**config.mk**
```make
export PLATFORM = sky130hd
export DESIGN_NAME = game_event_sched
export DESIGN_NICKNAME = d
export VERILOG_FILES = /design/src/rtl/game_event_sched.sv
export SDC_FILE = /design/constraint.sdc
export NUM_CORES = 1
export LEC_CHECK = 0
export BUFFER_PORTS_ARGS = -buffer_cell sky130_fd_sc_hd__buf_2
export CORE_ASPECT_RATIO = 1.1
export CORE_UTILIZATION = 55
export DETAILED_ROUTE_END_ITERATION = 8
export PLACE_DENSITY = 0.77
export SLEW_MARGIN = 25
export SYNTH_ARGS = -nofsm -noshare
export SYNTH_HDL_FRONTEND = slang
export SYNTH_SLANG_ARGS = --single-unit
export TNS_END_PERCENT = 5
```
**constraint.sdc**
```tcl
create_clock -name Clk -period 5.65 [get_ports Clk]
set_clock_uncertainty 0.1 [all_clocks]
set_input_delay 0.2825 -clock Clk [delete_from_list [all_inputs] [get_ports Clk]]
set_output_delay 0.2825 -clock Clk [all_outputs]
set_load 0.02 [all_outputs]
```
**src/rtl/game_event_sched.sv**
```systemverilog
// Maze game event scheduler: arbitrates coin/level/hit events onto a BCD
// score adder, level and lives registers. SCORE_BONUS_EN scales level points.
module game_event_sched #(
  parameter int unsigned START_LIVES = 3,
  parameter int unsigned MAX_LEVEL   = 9,
  parameter logic [7:0]  COIN_PTS    = 8'h10,
  parameter logic [7:0]  LEVEL_PTS   = 8'h50
) (
  input  logic        Clk,
  input  logic        Reset,
  input  logic        clr,
  input  logic        coin_req,
  input  logic        level_req,
  input  logic        hit_req,
  output logic [15:0] score_bcd,
  output logic [3:0]  level,
  output logic [1:0]  lives,
  output logic [2:0]  ack,
  output logic        busy,
  output logic        game_over
);

  localparam logic [2:0] IDLE = 3'd0;
  localparam logic [2:0] ADD0 = 3'd1;
  localparam logic [2:0] ADD1 = 3'd2;
  localparam logic [2:0] ADD2 = 3'd3;
  localparam logic [2:0] ADD3 = 3'd4;
  localparam logic [2:0] LIFE = 3'd5;
  localparam logic [2:0] OVER = 3'd6;

  localparam logic [3:0] MAX_LV  = 4'(MAX_LEVEL);
  localparam logic [1:0] LIVES0  = 2'(START_LIVES);

  logic [2:0] state;
  logic [1:0] coin_pend;
  logic       lvl_pend;
  logic       hit_pend;
  logic [7:0] addend;
  logic [3:0] passes;
  logic       carry;

  logic       idle;
  logic       g_hit;
  logic       g_lvl;
  logic       g_coin;
  logic [1:0] coin_nx;
  logic       lvl_nx;
  logic       hit_nx;
  logic [3:0] lvl_inc;
  logic [3:0] pass_load;

  logic [1:0] dsel;
  logic [3:0] cur;
  logic [3:0] ad;
  logic [4:0] sum;
  logic [3:0] dig;
  logic       cout;

  // clr wins over any grant in the same cycle
  assign idle   = (state == IDLE) && !clr;
  assign g_hit  = idle && hit_pend;
  assign g_lvl  = idle && !hit_pend && lvl_pend;
  assign g_coin = idle && !hit_pend && !lvl_pend && (coin_pend != 2'd0);

  assign ack       = {g_hit, g_lvl, g_coin};
  assign busy      = (state >= ADD0) && (state <= LIFE);
  assign game_over = (state == OVER);

  assign lvl_inc = (level >= MAX_LV) ? MAX_LV : level + 4'd1;

`ifdef SCORE_BONUS_EN
  assign pass_load = lvl_inc;
`else
  assign pass_load = 4'd1;
`endif

  always_comb begin
    coin_nx = coin_pend;
    unique case ({coin_req, g_coin})
      2'b10:   coin_nx = (coin_pend == 2'd3) ? 2'd3 : coin_pend + 2'd1;
      2'b01:   coin_nx = coin_pend - 2'd1;
      default: coin_nx = coin_pend;
    endcase
  end

  assign lvl_nx = (lvl_pend && !g_lvl) || level_req;
  assign hit_nx = (hit_pend && !g_hit) || hit_req;

  // one BCD digit per ADD state, digit index follows the state
  always_comb begin
    dsel = 2'(state - ADD0);
    cur  = score_bcd[{dsel, 2'b00} +: 4];
    unique case (dsel)
      2'd0:    ad = addend[3:0];
      2'd1:    ad = addend[7:4];
      default: ad = 4'd0;
    endcase
    sum  = {1'b0, cur} + {1'b0, ad}
         + {4'd0, carry && (state != ADD0)};
    cout = (sum > 5'd9);
    dig  = cout ? 4'(sum - 5'd10) : sum[3:0];
  end

  always_ff @(posedge Clk or negedge Reset) begin
    if (!Reset) begin
      state     <= IDLE;
      coin_pend <= 2'd0;
      lvl_pend  <= 1'b0;
      hit_pend  <= 1'b0;
      addend    <= 8'h00;
      passes    <= 4'd0;
      carry     <= 1'b0;
      score_bcd <= 16'h0000;
      level     <= 4'd1;
      lives     <= LIVES0;
    end else if (clr) begin
      state     <= IDLE;
      coin_pend <= 2'd0;
      lvl_pend  <= 1'b0;
      hit_pend  <= 1'b0;
      addend    <= 8'h00;
      passes    <= 4'd0;
      carry     <= 1'b0;
      score_bcd <= 16'h0000;
      level     <= 4'd1;
      lives     <= LIVES0;
    end else begin
      if (state == OVER) begin
        coin_pend <= 2'd0;
        lvl_pend  <= 1'b0;
        hit_pend  <= 1'b0;
      end else begin
        coin_pend <= coin_nx;
        lvl_pend  <= lvl_nx;
        hit_pend  <= hit_nx;
      end
      unique case (state)
        IDLE: begin
          if (g_hit) begin
            state <= LIFE;
          end else if (g_lvl) begin
            level  <= lvl_inc;
            passes <= pass_load;
            addend <= LEVEL_PTS;
            state  <= ADD0;
          end else if (g_coin) begin
            passes <= 4'd1;
            addend <= COIN_PTS;
            state  <= ADD0;
          end
        end
        ADD0, ADD1, ADD2: begin
          score_bcd[{dsel, 2'b00} +: 4] <= dig;
          carry <= cout;
          state <= state + 3'd1;
        end
        ADD3: begin
          if (cout) score_bcd <= 16'h9999;
          else      score_bcd[15:12] <= dig;
          carry  <= 1'b0;
          passes <= passes - 4'd1;
          state  <= (passes == 4'd1) ? IDLE : ADD0;
        end
        LIFE: begin
          lives <= lives - 2'd1;
          state <= (lives == 2'd1) ? OVER : IDLE;
        end
        OVER:    state <= OVER;
        default: state <= IDLE;
      endcase
    end
  end

endmodule

```
==> flow_metrics.py <==
metrics = {
    "floorplan": {
        "pin_count": 33,
        "die_y_um": 72.0,
        "initial_core_util_pct": 57.1,
        "core_area_sq_um": 4290,
        "die_x_um": 65.6,
        "rows": 25,
        "die_area_sq_um": 4720,
    },
    "finish": {
        "stdcell_area_sq_um": 2730,
        "layout.cells.non_filler": 342,
        "drive_gt1_share_pct": 21.5,
        "area_growth_pct": 11.7,
        "finish.utilization_pct": 63.8,
        "antennaDiodeCount": 0,
        "nNetsFinal": 314,
    },
    "critical_path": {
        "crit_type": "reg -> reg",
        "worstSetupEndpointType": "register",
        "critPathMaxFanout": 17,
        "critPathArrivalTime_ps": 4760,
        "cp.required_ps": 5800,
        "startpoint_type": "register",
    },
    "synth": {
        "async_flop_share_pct": 100,
        "syn_avg_cell_area_sq_um": 9.49,
        "ys_seq_area_share_pct": 36.9,
        "yosysUniqueCellTypes": 55,
        "yosysWarningCount": 0,
        "ys.flop_type": "dfrtp_1",
        "synth_area_leader_cell": "dfrtp_1",
        "synth.area.top_cells": "dfrtp_1, ha_1, inv_1, nor2_1, a21oi_1",
        "synth_edf_count": 0,
        "yosys.area.top_type_share_pct": 33.7,
        "syn_area_sq_um": 2450,
        "ys_seq_elements": 36,
        "syn-instance-count": 258,
        "synth_fp_nets": 285,
    },
    "detailed_routing": {
        "detailedRoute.firstIterationViolations": 113,
        "viasPerCell": 5.84,
        "dr.pass1.iters": 4,
        "wl_per_cell_um": 16.0,
        "totalWireLength_mm": 5.48,
        "drc_errors": 0,
        "vias": 1997,
        "antenna_left": 0,
    },
    "global_routing": {
        "grt_pass1_wl_mm": 9.30,
        "grt_pass1_vias": 1947,
        "grt_max_degree": 37,
        "overflow": 0,
        "grtUsageTotal_pct": 26.0,
        "antenna_found_initial": 0,
    },
    "cts": {
        "clock_latency_ps": 300,
        "cts.htree.levels": 2,
        "cts_buffers": 5,
        "clkSinkCount": 36,
        "ctsResizeCount": 0,
        "clk_pin_slew_ps": 80,
        "clockBufferDepth": 2,
        "clk_root_buffer_cell": "clkbuf_8",
        "cts_tree": "built",
    },
    "sta": {
        "max_freq_mhz": 217,
        "period_needed_ps": 4610,
        "rsz0062_at_grt": "false",
        "worst_slew_pin_slew_ps": 783,
        "hold_viol_final": 0,
        "timing.hold.ws_ps": 99.6,
        "setup_tns_ps": 0,
        "report.final.slew_viol_count": 0,
        "fin_crit_sh_pct": 81.6,
        "slew_headroom_pct": 47.8,
        "setup_violations": 0,
    },
    "power": {
        "power_density_nw_per_um2": 360,
        "peakVddDrop_v": 0.000210,
        "p_leak_uw": 0.00134,
    },
    "placement": {
        "placed_cells": 333,
        "routabilityCongestion": 0.887,
        "place.port_buffers": 32,
        "postPlaceCellArea_sq_um": 2610,
        "dp_hpwl_mm": 4.07,
    },
    "outcome": {
        "status": "complete, no violations",
    },
    "worst_hold_path": {
        "hp-class": "in -> reg",
    },
    "job": {
        "cap_violations": 0,
    },
}
[power by group]
group / internal [uW] / switching [uW] / leakage, uW
sequential: 297 / 38.4 / 0.000482
clock: 131 / 100 / 0.0000541
combinational: 159 / 259 / 0.000806
[cells by family after synthesis]
group                      count (synthesis)  synth area share, %
buffers and inverters                     35                 6.44
adders and majority gates                 21                 11.0
AOI/OAI and AO/OA                         57                 16.0
DFF                                       36                 36.9
and+or+nand+nor                           87                 18.2
muxes                                     17                 9.55
xor gates and xnor gates                   5                 1.79
[worst max-delay path, cell delays in order (launching register included)]
cell	delay, ps
dfrtp_1	330
buf_4	220
inv_1	120
ha_1	520
mux4_2	350
inv_1	90
fa_1	200
inv_1	60
ha_1	210
xnor2_1	360
ha_1	260
a21oi_1	70
nor3b_1	180
nor3_2	650
ha_1	400
nor4_1	300
a21o_1	120
[cell type report]
| cell class | instances | area [sq um] |
|---|---|---|
| Fill cell | 396 | 1550 |
| Multi-Input combinational cell | 187 | 1390 |
| Sequential cell | 36 | 905 |
| Timing Repair Buffer | 34 | 178 |
| Inverter | 23 | 86.3 |
| Clock buffer | 5 | 68.8 |
| Tap cell | 54 | 67.6 |
| Clock inverter | 3 | 42.5 |
[metal layers]
metal / wire length [um] / track usage (%) / up-vias
li1: - / - / 959
met1: 2420 / 33.0 / 964
met2: 2680 / 43.0 / 54
met3: 218 / 5.35 / 20
met4: 161 / 10.4 / 0
met5: 0 / 0 / -
[repair_timing]
| action | CTS | global route |
|---|---|---|
| buffers inserted | 0 | 0 |
| hold buffers | 1 | 0 |
| endpoints found under the hold margin | 17 | 0 |
[stage by stage]
| stage | total power, uW | setup WS (ps) |
|---|---|---|
| final | 984 | 1040 |
| after detailed placement | 750 | 1100 |
| after floorplan | 654 | 1500 |
| after CTS | 985 | 1090 |
| after global routing | 1050 | 690 |
| after global placement | 744 | 1250 |
[final timing paths]
check                             startpoint  cells past startpoint  slack, ps             to
worst max-delay path                state[0]                     16       1040   score_bcd[5]
worst min-delay path               level_req                      3        100       lvl_pend
worst max register to register      state[0]                     16       1040   score_bcd[5]
worst min register to register  coin_pend[1]                      2        420   coin_pend[1]
max in group asynchronous              Reset                      2       4460      addend[6]
min in group asynchronous              Reset                      2        490  score_bcd[14]
[sequential cells by signal (all words and copies together), names as in the netlist]
| signal | cells |
|---|---|
| addend | 2 |
| carry | 1 |
| coin_pend | 2 |
| hit_pend | 1 |
| level | 4 |
| lives | 2 |
| lvl_pend | 1 |
| passes | 4 |
| score_bcd | 16 |
| state | 3 |
[cell usage after synthesis, types with 5 or more instances]
| library cell | instances |
|---|---|
| a21oi_1 | 16 |
| clkbuf_1 | 6 |
| dfrtp_1 | 33 |
| ha_1 | 20 |
| inv_1 | 23 |
| mux2_2 | 5 |
| nand2_1 | 18 |
| nand2b_1 | 5 |
| nor2_1 | 22 |
| nor2b_1 | 6 |
| nor3_1 | 13 |
| o21ai_0 | 16 |
[cell usage in the layout (no fill, tap or decap), drive strengths merged, types with 5 or more instances in the layout]
master  count
nand2      18
nor3       14
nor2b       6
a21oi      16
mux2       12
ha         20
buf        33
nand2b      5
inv        23
dfrtp      33
nor2       22
o21ai      18
clkbuf      5
No activity file was read; power rests on OpenSTA's default activity.
